$ cat config.mk
export PLATFORM = sky130hd
export DESIGN_NAME = ka_5bit_seq_ctrl_flat
export DESIGN_NICKNAME = d
export VERILOG_FILES = /design/src/rtl/ka_5bit_seq_ctrl_if.sv /design/src/rtl/ka_5bit_seq_ctrl.sv /design/src/flat_wrapper.sv
export SDC_FILE = /design/constraint.sdc
export NUM_CORES = 1
export LEC_CHECK = 0
export ABC_AREA = 1
export CORE_MARGIN = 2
export CORE_UTILIZATION = 50
export CTS_BUF_LIST = sky130_fd_sc_hd__clkbuf_2 sky130_fd_sc_hd__clkbuf_4 sky130_fd_sc_hd__clkbuf_8
export DETAILED_ROUTE_END_ITERATION = 16
export PLACE_DENSITY_LB_ADDON = 0.08
export SETUP_SLACK_MARGIN = 0.1
export SYNTH_ARGS = -nofsm -noshare
export SYNTH_HDL_FRONTEND = slang
export SYNTH_SLANG_ARGS = --single-unit
$ cat constraint.sdc
create_clock -name clk -period 2.1 [get_ports clk]
set_clock_uncertainty 0.05 [all_clocks]
set_input_delay 0.21 -clock clk [delete_from_list [all_inputs] [get_ports clk]]
set_output_delay 0.21 -clock clk [all_outputs]
set_load 0.02 [all_outputs]
$ cat src/rtl/ka_5bit_seq_ctrl_if.sv
// Operand/result handshake bundle for ka_5bit_seq_ctrl.
//   in_valid/in_ready/a/b : operand channel (producer -> controller)
//   out_valid/out_ready/y : product channel (controller -> consumer)
// master: the environment that supplies operands and consumes products.
// slave : the multiplier controller.
interface ka_5bit_seq_ctrl_if;
  logic       in_valid;
  logic       in_ready;
  logic [4:0] a;
  logic [4:0] b;
  logic       out_valid;
  logic       out_ready;
  logic [8:0] y;

  modport master (
    output in_valid, a, b, out_ready,
    input  in_ready, out_valid, y
  );

  modport slave (
    input  in_valid, a, b, out_ready,
    output in_ready, out_valid, y
  );
endinterface

$ cat src/rtl/ka_5bit_seq_ctrl.sv
// Iterative carry-less 5x5-bit Karatsuba multiplier controller.
// One 3x3 carry-less core is time-shared over three phases:
//   P0 = lo*lo, P1 = hi*hi, P2 = (lo^hi)*(lo^hi)
// with lo = x[2:0], hi = {1'b0, x[4:3]}. The 9-bit product is
//   y = p0 ^ ((p0 ^ p1 ^ p2) << 3) ^ (p1 << 6)
// Ports:
//   clk, rst_n  : clock (rising edge), asynchronous active-low reset
//   acc_clr     : clear accumulator (only with KA_SEQ_ACC_EN)
//   bus         : slave side of ka_5bit_seq_ctrl_if (operands in, product out)
//   busy        : high in any phase state P0/P1/P2
//   op_count    : number of output handshakes since reset (wraps)
// Build option: define KA_SEQ_ACC_EN to add a 9-bit GF(2) accumulator, making
// y = product ^ acc and acc <= y on every output handshake.
module ka_5bit_seq_ctrl #(
  parameter int unsigned CNT_W = 16
) (
  input  logic              clk,
  input  logic              rst_n,
`ifdef KA_SEQ_ACC_EN
  input  logic              acc_clr,
`endif
  ka_5bit_seq_ctrl_if.slave bus,
  output logic              busy,
  output logic [CNT_W-1:0]  op_count
);

  typedef enum logic [2:0] {StIdle, StP0, StP1, StP2, StDone} state_e;

  state_e          state_q, state_d;
  logic [4:0]      a_q, b_q;
  logic [4:0]      p0_q, p1_q;
  logic [8:0]      y_q, y_d;
  logic [CNT_W-1:0] cnt_q;

  logic [2:0]      core_a, core_b;
  logic [4:0]      core_p;
  logic [8:0]      prod, mid_sh, p1_sh;
  logic            in_ready, out_valid, accept, out_hs;

  // 3x3 carry-less core shared by all three phases.
  function automatic logic [4:0] clmul3(input logic [2:0] x, input logic [2:0] z);
    logic [4:0] r;
    r = '0;
    for (int i = 0; i < 3; i++) begin
      if (z[i]) r = r ^ ({2'b00, x} << i);
    end
    return r;
  endfunction

  // Core operand select depends on the registered state only, so the core
  // inputs are stable for the whole phase.
  always_comb begin
    core_a = '0;
    core_b = '0;
    case (state_q)
      StP0: begin
        core_a = a_q[2:0];
        core_b = b_q[2:0];
      end
      StP1: begin
        core_a = {1'b0, a_q[4:3]};
        core_b = {1'b0, b_q[4:3]};
      end
      StP2: begin
        core_a = a_q[2:0] ^ {1'b0, a_q[4:3]};
        core_b = b_q[2:0] ^ {1'b0, b_q[4:3]};
      end
      default: ;
    endcase
  end

  assign core_p = clmul3(core_a, core_b);

  // Karatsuba recombination; p1 has degree <= 2, so nothing is lost above bit 8.
  assign mid_sh = {4'b0000, p0_q ^ p1_q ^ core_p} << 3;
  assign p1_sh  = {4'b0000, p1_q} << 6;
  assign prod   = {4'b0000, p0_q} ^ mid_sh ^ p1_sh;

`ifdef KA_SEQ_ACC_EN
  logic [8:0] acc_q;
  assign y_d = prod ^ acc_q;
`else
  assign y_d = prod;
`endif

  always_comb begin
    in_ready  = (state_q == StIdle) | ((state_q == StDone) & bus.out_ready);
    out_valid = (state_q == StDone);
    busy      = (state_q == StP0) | (state_q == StP1) | (state_q == StP2);
    accept    = bus.in_valid & in_ready;
    out_hs    = out_valid & bus.out_ready;

    state_d = state_q;
    case (state_q)
      StIdle:  if (accept) state_d = StP0;
      StP0:    state_d = StP1;
      StP1:    state_d = StP2;
      StP2:    state_d = StDone;
      // A handshake and a new accept may share the same edge.
      StDone:  if (bus.out_ready) state_d = bus.in_valid ? StP0 : StIdle;
      default: state_d = StIdle;
    endcase
  end

  always_ff @(posedge clk or negedge rst_n) begin
    if (!rst_n) begin
      state_q <= StIdle;
      a_q     <= '0;
      b_q     <= '0;
      p0_q    <= '0;
      p1_q    <= '0;
      y_q     <= '0;
      cnt_q   <= '0;
    end else begin
      state_q <= state_d;
      if (accept) begin
        a_q <= bus.a;
        b_q <= bus.b;
      end
      if (state_q == StP0) p0_q <= core_p;
      if (state_q == StP1) p1_q <= core_p;
      if (state_q == StP2) y_q  <= y_d;
      if (out_hs)          cnt_q <= cnt_q + 1'b1;
    end
  end

`ifdef KA_SEQ_ACC_EN
  // Clear wins over the handshake update.
  always_ff @(posedge clk or negedge rst_n) begin
    if (!rst_n) begin
      acc_q <= '0;
    end else if (acc_clr) begin
      acc_q <= '0;
    end else if (out_hs) begin
      acc_q <= y_q;
    end
  end
`endif

  assign bus.in_ready  = in_ready;
  assign bus.out_valid = out_valid;
  assign bus.y         = y_q;
  assign op_count      = cnt_q;

endmodule

$ cat src/flat_wrapper.sv
// flat-port wrapper written by rule: the top's interface ports become plain ports
module ka_5bit_seq_ctrl_flat 
#(
  parameter int unsigned CNT_W = 16
)
  (clk, rst_n, busy, op_count, bus_in_valid, bus_a, bus_b, bus_out_ready, bus_in_ready, bus_out_valid, bus_y);
  ka_5bit_seq_ctrl_if bus_i ();
  input  logic clk;
  input  logic rst_n;
  output logic busy;
  output logic [CNT_W-1:0] op_count;
  input wire logic [$bits(bus_i.in_valid)-1:0] bus_in_valid;
  input wire logic [$bits(bus_i.a)-1:0] bus_a;
  input wire logic [$bits(bus_i.b)-1:0] bus_b;
  input wire logic [$bits(bus_i.out_ready)-1:0] bus_out_ready;
  output wire logic [$bits(bus_i.in_ready)-1:0] bus_in_ready;
  output wire logic [$bits(bus_i.out_valid)-1:0] bus_out_valid;
  output wire logic [$bits(bus_i.y)-1:0] bus_y;
  assign bus_i.in_valid = bus_in_valid;
  assign bus_i.a = bus_a;
  assign bus_i.b = bus_b;
  assign bus_i.out_ready = bus_out_ready;
  assign bus_in_ready = bus_i.in_ready;
  assign bus_out_valid = bus_i.out_valid;
  assign bus_y = bus_i.y;
  ka_5bit_seq_ctrl #(.CNT_W(CNT_W)) u_core (.clk(clk), .rst_n(rst_n), .bus(bus_i), .busy(busy), .op_count(op_count));
endmodule
Word-level counts from Yosys, hierarchy flattened
Cells that the tools add are included.
{"block": "classes", "bitwise": 13, "n_div": 0, "n_addsub": 1, "n_reduce_logical": 2, "n_mux": 9, "shift": 0, "n_mul": 0, "eq_ne": 6, "n_lt_le_gt_ge": 0}
{"operator": "case mux 3 bit (3 select lines)", "count": 2}
{"operator": "adder 16 x 1 -> 16 bit (second input constant)", "count": 1}
{"operator": "case mux 3 bit (5 select lines)", "count": 1}
{"operator": "XOR 5 bit", "count": 3}
{"operator": "two-way mux 5 bit", "count": 2}
{"operator": "two-way mux 3 bit", "count": 3}
{"operator": "XOR 9 bit", "count": 1}
{"operator": "XOR 5 x 8 -> 8 bit", "count": 1}
{"operator": "== test 3 x 2 -> 1 bit (second input constant)", "count": 2}
{"operator": "XOR 3 x 2 -> 3 bit", "count": 2}
{"operator": "XOR 3 x 4 -> 4 bit", "count": 1}
{"operator": "== test 3 x 1 -> 1 bit (second input constant)", "count": 1}
{"operator": "== test 3 bit (second input constant)", "count": 1}
{"operator": "zero test 3 bit", "count": 1}
{"operator": "OR 1 bit", "count": 3}
{"operator": "bitwise AND 1 bit", "count": 2}
{"operator": "!= test 2 x 1 -> 1 bit (second input constant)", "count": 1}
{"operator": "!= test 2 bit (second input constant)", "count": 1}
{"operator": "AND reduction 2 bit", "count": 1}
{"operator": "two-way mux 1 bit", "count": 1}
{"block": "totals", "memories": 0, "regBits": 48, "ramBits": 0, "out_inout_bits": 28, "romBits": 0, "latchBits": 0}

Logic depth before layout (Yosys ltp)
{"block": "logic_depth", "ltp_word": 10, "ltp_mapped": 13, "depth_no_buf": 13}

Worst setup path after synthesis
No wires, ideal clock.
{"block": "synth_path", "path_kind": "reg2reg", "startpoint": "reg u_core.state_q[1]", "endpoint": "reg u_core.cnt_q[14], in the netlist u_core.op_count[14]", "period_less_slack_ns": 1.555, "stages_incl_launch_ff": 9, "path_buffers": 0, "slack_ns": 0.545, "required_time_ns": 1.929, "t_arrival_ns": 1.384, "cell_sequence": "dfrtp_1 -> nor2_2 -> nand2_2 -> nor2_4 -> nand2_4 -> nor2_4 -> nand4_4 -> nor3b_1 -> nor2_1"}
{"block": "synth_between", "elab_chain_cells": 2}
{"item": "start: declaration", "line": "ka_5bit_seq_ctrl.sv:29", "text": "state_e state_q, state_d;"}
{"item": "start signal: assignment", "line": "ka_5bit_seq_ctrl.sv:107", "text": "state_q <= StIdle;"}
{"item": "start signal: assignment", "line": "ka_5bit_seq_ctrl.sv:115", "text": "state_q <= state_d;"}
{"item": "== test 3 bit", "line": "ka_5bit_seq_ctrl.sv:88", "text": "out_valid = (state_q == StDone);"}
{"item": "bitwise AND 1 bit", "line": "ka_5bit_seq_ctrl.sv:91", "text": "out_hs = out_valid & bus.out_ready;"}
{"item": "end signal: assignment", "line": "ka_5bit_seq_ctrl.sv:123", "text": "if (out_hs) cnt_q <= cnt_q + 1'b1;"}
{"item": "end: declaration", "line": "ka_5bit_seq_ctrl.sv:33", "text": "logic [CNT_W-1:0] cnt_q;"}
No other way between the ends.
A chain may end at the register's enable or synchronous reset.

Final worst setup path
{"block": "layout_path", "startpoint": "reg u_core.state_q[0]", "endpoint": "out bus_out_valid"}
{"block": "layout_between", "elab_chain_cells": 1}
{"item": "== test 3 bit", "line": "ka_5bit_seq_ctrl.sv:88"}
{"item": "end: declaration", "line": "flat_wrapper.sv:17", "text": "output wire logic [$bits(bus_i.out_valid)-1:0] bus_out_valid;"}
No other way between the ends.

==> results.md <==
- Mapped Cells: ~260
- Final GP Congestion: 0.905
- Vias per cell: 4.94
- Reg2reg start: u_core.state_q[2]
- Chip width: 72.3 µm
- Syn-to-layout area delta: 26.3%
- Port buffer count: 41
- Top post-synthesis cells by count: nand2_1, dfrtp_1, inv_1, nand3_1, xor2_1
- Yosys cell types: 27
- FILL cells: 381
- DP HPWL: between 3 and 4 mm
- Register area share after synthesis: 51.5%
- Via count: 1797
- Ratio of cells with drive above 1 in the final layout: roughly 12%
- Core ar.: 4410 µm²
- Critical path launch point type: register
- Vias in the first global route: 1739
- Min Tclk post-route: 1.93 ns
- Ys Warns: 0
- Slew HR: around two thirds
- Placed instance area: 2830 µm²
- Clk_lat worst skew: 0.30 ns
- DR WL/cell: 12.2 µm
- RSZ-0062 raised after global routing: false
- N_diodes: 0
- Full die area: 5230 µm²
- Initial antenna violation count: 0
- Period utilization: 92.1%
- Fmax: 517 MHz
- Iter 0 DRT Violations: 159
- Most frequent cell after synthesis: nand2_1
- Pre-antenna DRT Iters: 4
- Largest net degree at the start of global routing: between 40 and 50
- H-tree depth: 2
- Crit path required time: 1.84 ns
- Row count: 24
- Yosys top cell area share: roughly half
- R2R Path End: u_core.bus.y[4]
- Final-report hold violation count: 0
- Slew @ Worst Pin: approximately 0.5 ns
- Area leader, netlist: dfrtp_1
- Reg2Reg Setup Slack: ~0.36 ns
- Status: complete, no violations
- CTS root buffer: clkbuf_8
- Share of synthesized registers carrying an async set or reset: 100%
- GRT Overall Usage: 19.1%
- CTS buffer count: 5
- VDD IR max: 0.681 mV
- Antenna Nets Post-Route: 0
- Number of setup violations in the final report: 0
- Drt total wl: 4.44 mm
- Power density cells: 1220 nW/µm²
- I/O pins: 42
- Cell area after layout: between 2000 and 3000 µm²
- Leak Pwr: 1.46 nW
- Crit-path max FO: 4
- Final hold slack: around 0.37 ns
- First-pass GRT wire length: 7.87 mm
- Clk slew on worst S/H paths: ~0.09 ns
- Post-Syn Area: 2330 µm²
- Max Cap Viol: 0
- HP Class: primary input to async pin
- Post-synth EDFFs: 0
- Synth Register Bits: 48
- CTS tree: done
- Syn_area_per_cell: roughly 9 µm²
- Tot Pwr: 3.60 mW
- Clk sinks: 48
- Worst Reg-to-Reg Cells: 11
- Worst setup margin: 0.166 ns
- DP Worst Slack: 0.293 ns
- Arrival time of the worst setup path: 1.67 ns
- Endpoint class of the critical path: output pin
- Final net count: approximately 330
- Gr ovfl total: 0
- Max Root-Sink Buffers: 2
- Initial Utilization: a little over half
- CP Class: register to output pin
- Syn nets: around 280
- Ranking of synthesized cells by area: dfrtp_1, nand2_1, xor2_1, inv_1, nand3_1
- DIE HEIGHT: 72.3 µm
- Max-slew violations: 0
- Drc violations: 0
- Setup TNS: 0 ns
- Ys flop type: dfrtp_1
-- critical path, cell delays in order, from the launching register on --
cell and delay [ns]:
dfrtp_2 0.46, nor2_4 0.16, nand2_2 0.09, inv_1 0.08, clkdlybuf4s50_1 0.60
-- worst max-delay path by stage --
stage | cells past startpoint | from | to | slack [ns]
detailed placement | 8 | bus_out_ready | u_core.op_count[14] | 0.29
global placement | 8 | bus_out_ready | u_core.op_count[14] | 0.34
floorplan | 8 | u_core.state_q[1] | u_core.op_count[14] | 0.55
finish | 4 | u_core.state_q[0] | bus_out_valid | 0.17
global route | 4 | u_core.state_q[0] | bus_out_valid | 0.1
CTS | 4 | u_core.state_q[0] | bus_out_valid | 0.12
-- stage by stage --
step	instances	utilization, %
after global routing	364	66.8
after floorplan	261	-
final	364	66.8
after CTS	364	66.4
after global placement	355	64.0
after detailed placement	355	64.0
-- cell usage in the layout, fill, tap and decap left out, types with 2 or more instances in the layout --
cell type / instances
xor2_1: 14
dfrtp_2: 2
nor2_4: 5
nor2_1: 10
o21ai_0: 13
buf_4: 3
o21ai_1: 2
nor2_2: 5
xnor2_1: 9
nand4_1: 2
nand2_2: 2
nor3_1: 3
inv_1: 28
nand4_4: 2
clkbuf_8: 6
nand3_1: 17
dfrtp_1: 46
a21oi_1: 4
mux2_2: 6
clkdlybuf4s50_1: 39
nand2_1: 80
-- layout make-up --
type	count	area, µm²	area share (%)
sequential	48	1200	40.8
multi-input combinational	180	1010	34.3
timing repair buffer	46	457	15.5
inverter	30	113	3.82
clock buffer	7	90.1	3.06
tap	52	65.1	2.21
clock inverter	1	7.51	0.255
-- cells by family after synthesis --
logic type,Yosys count,synth area share (%)
AOI/OAI and AO/OA,20,4.34
xor gates and xnor gates,23,8.63
adders and majority gates,1,0.536
buffers and inverters,33,5.74
DFF,48,51.5
muxes,6,2.90
and+or+nand+nor,130,26.4
-- flip-flops by register name, indices dropped and copies added (netlist names) --
signal / cells
u_core.state_q: 3
u_core.bus.y: 9
u_core.p0_q: 5
u_core.op_count: 16
u_core.p1_q: 5
u_core.a_q: 5
u_core.b_q: 5
-- layer usage --
metal	vias up	track usage, %	share of wire [%]
met1	846	25.9	47
met5	-	0	0
met2	33	30.8	49
met3	4	5.00	4.0
li1	914	-	-
met4	0	4.61	0.72
-- where the power goes --
group	internal (mW)	leakage [nW]	switching [mW]
Sequential	1.19	0.627	0.232
Clock	0.281	0.0479	0.305
Combinational	0.657	0.783	0.932
-- what timing repair did --
action / in CTS / in global routing
hold buffers: 1 / 0
endpoints found under the hold margin: 48 / 0
resized for setup: 1 / 5
setup endpoints to repair: 1 / 5
buffers inserted: 0 / 0
No activity file was read; power rests on OpenSTA's default activity.
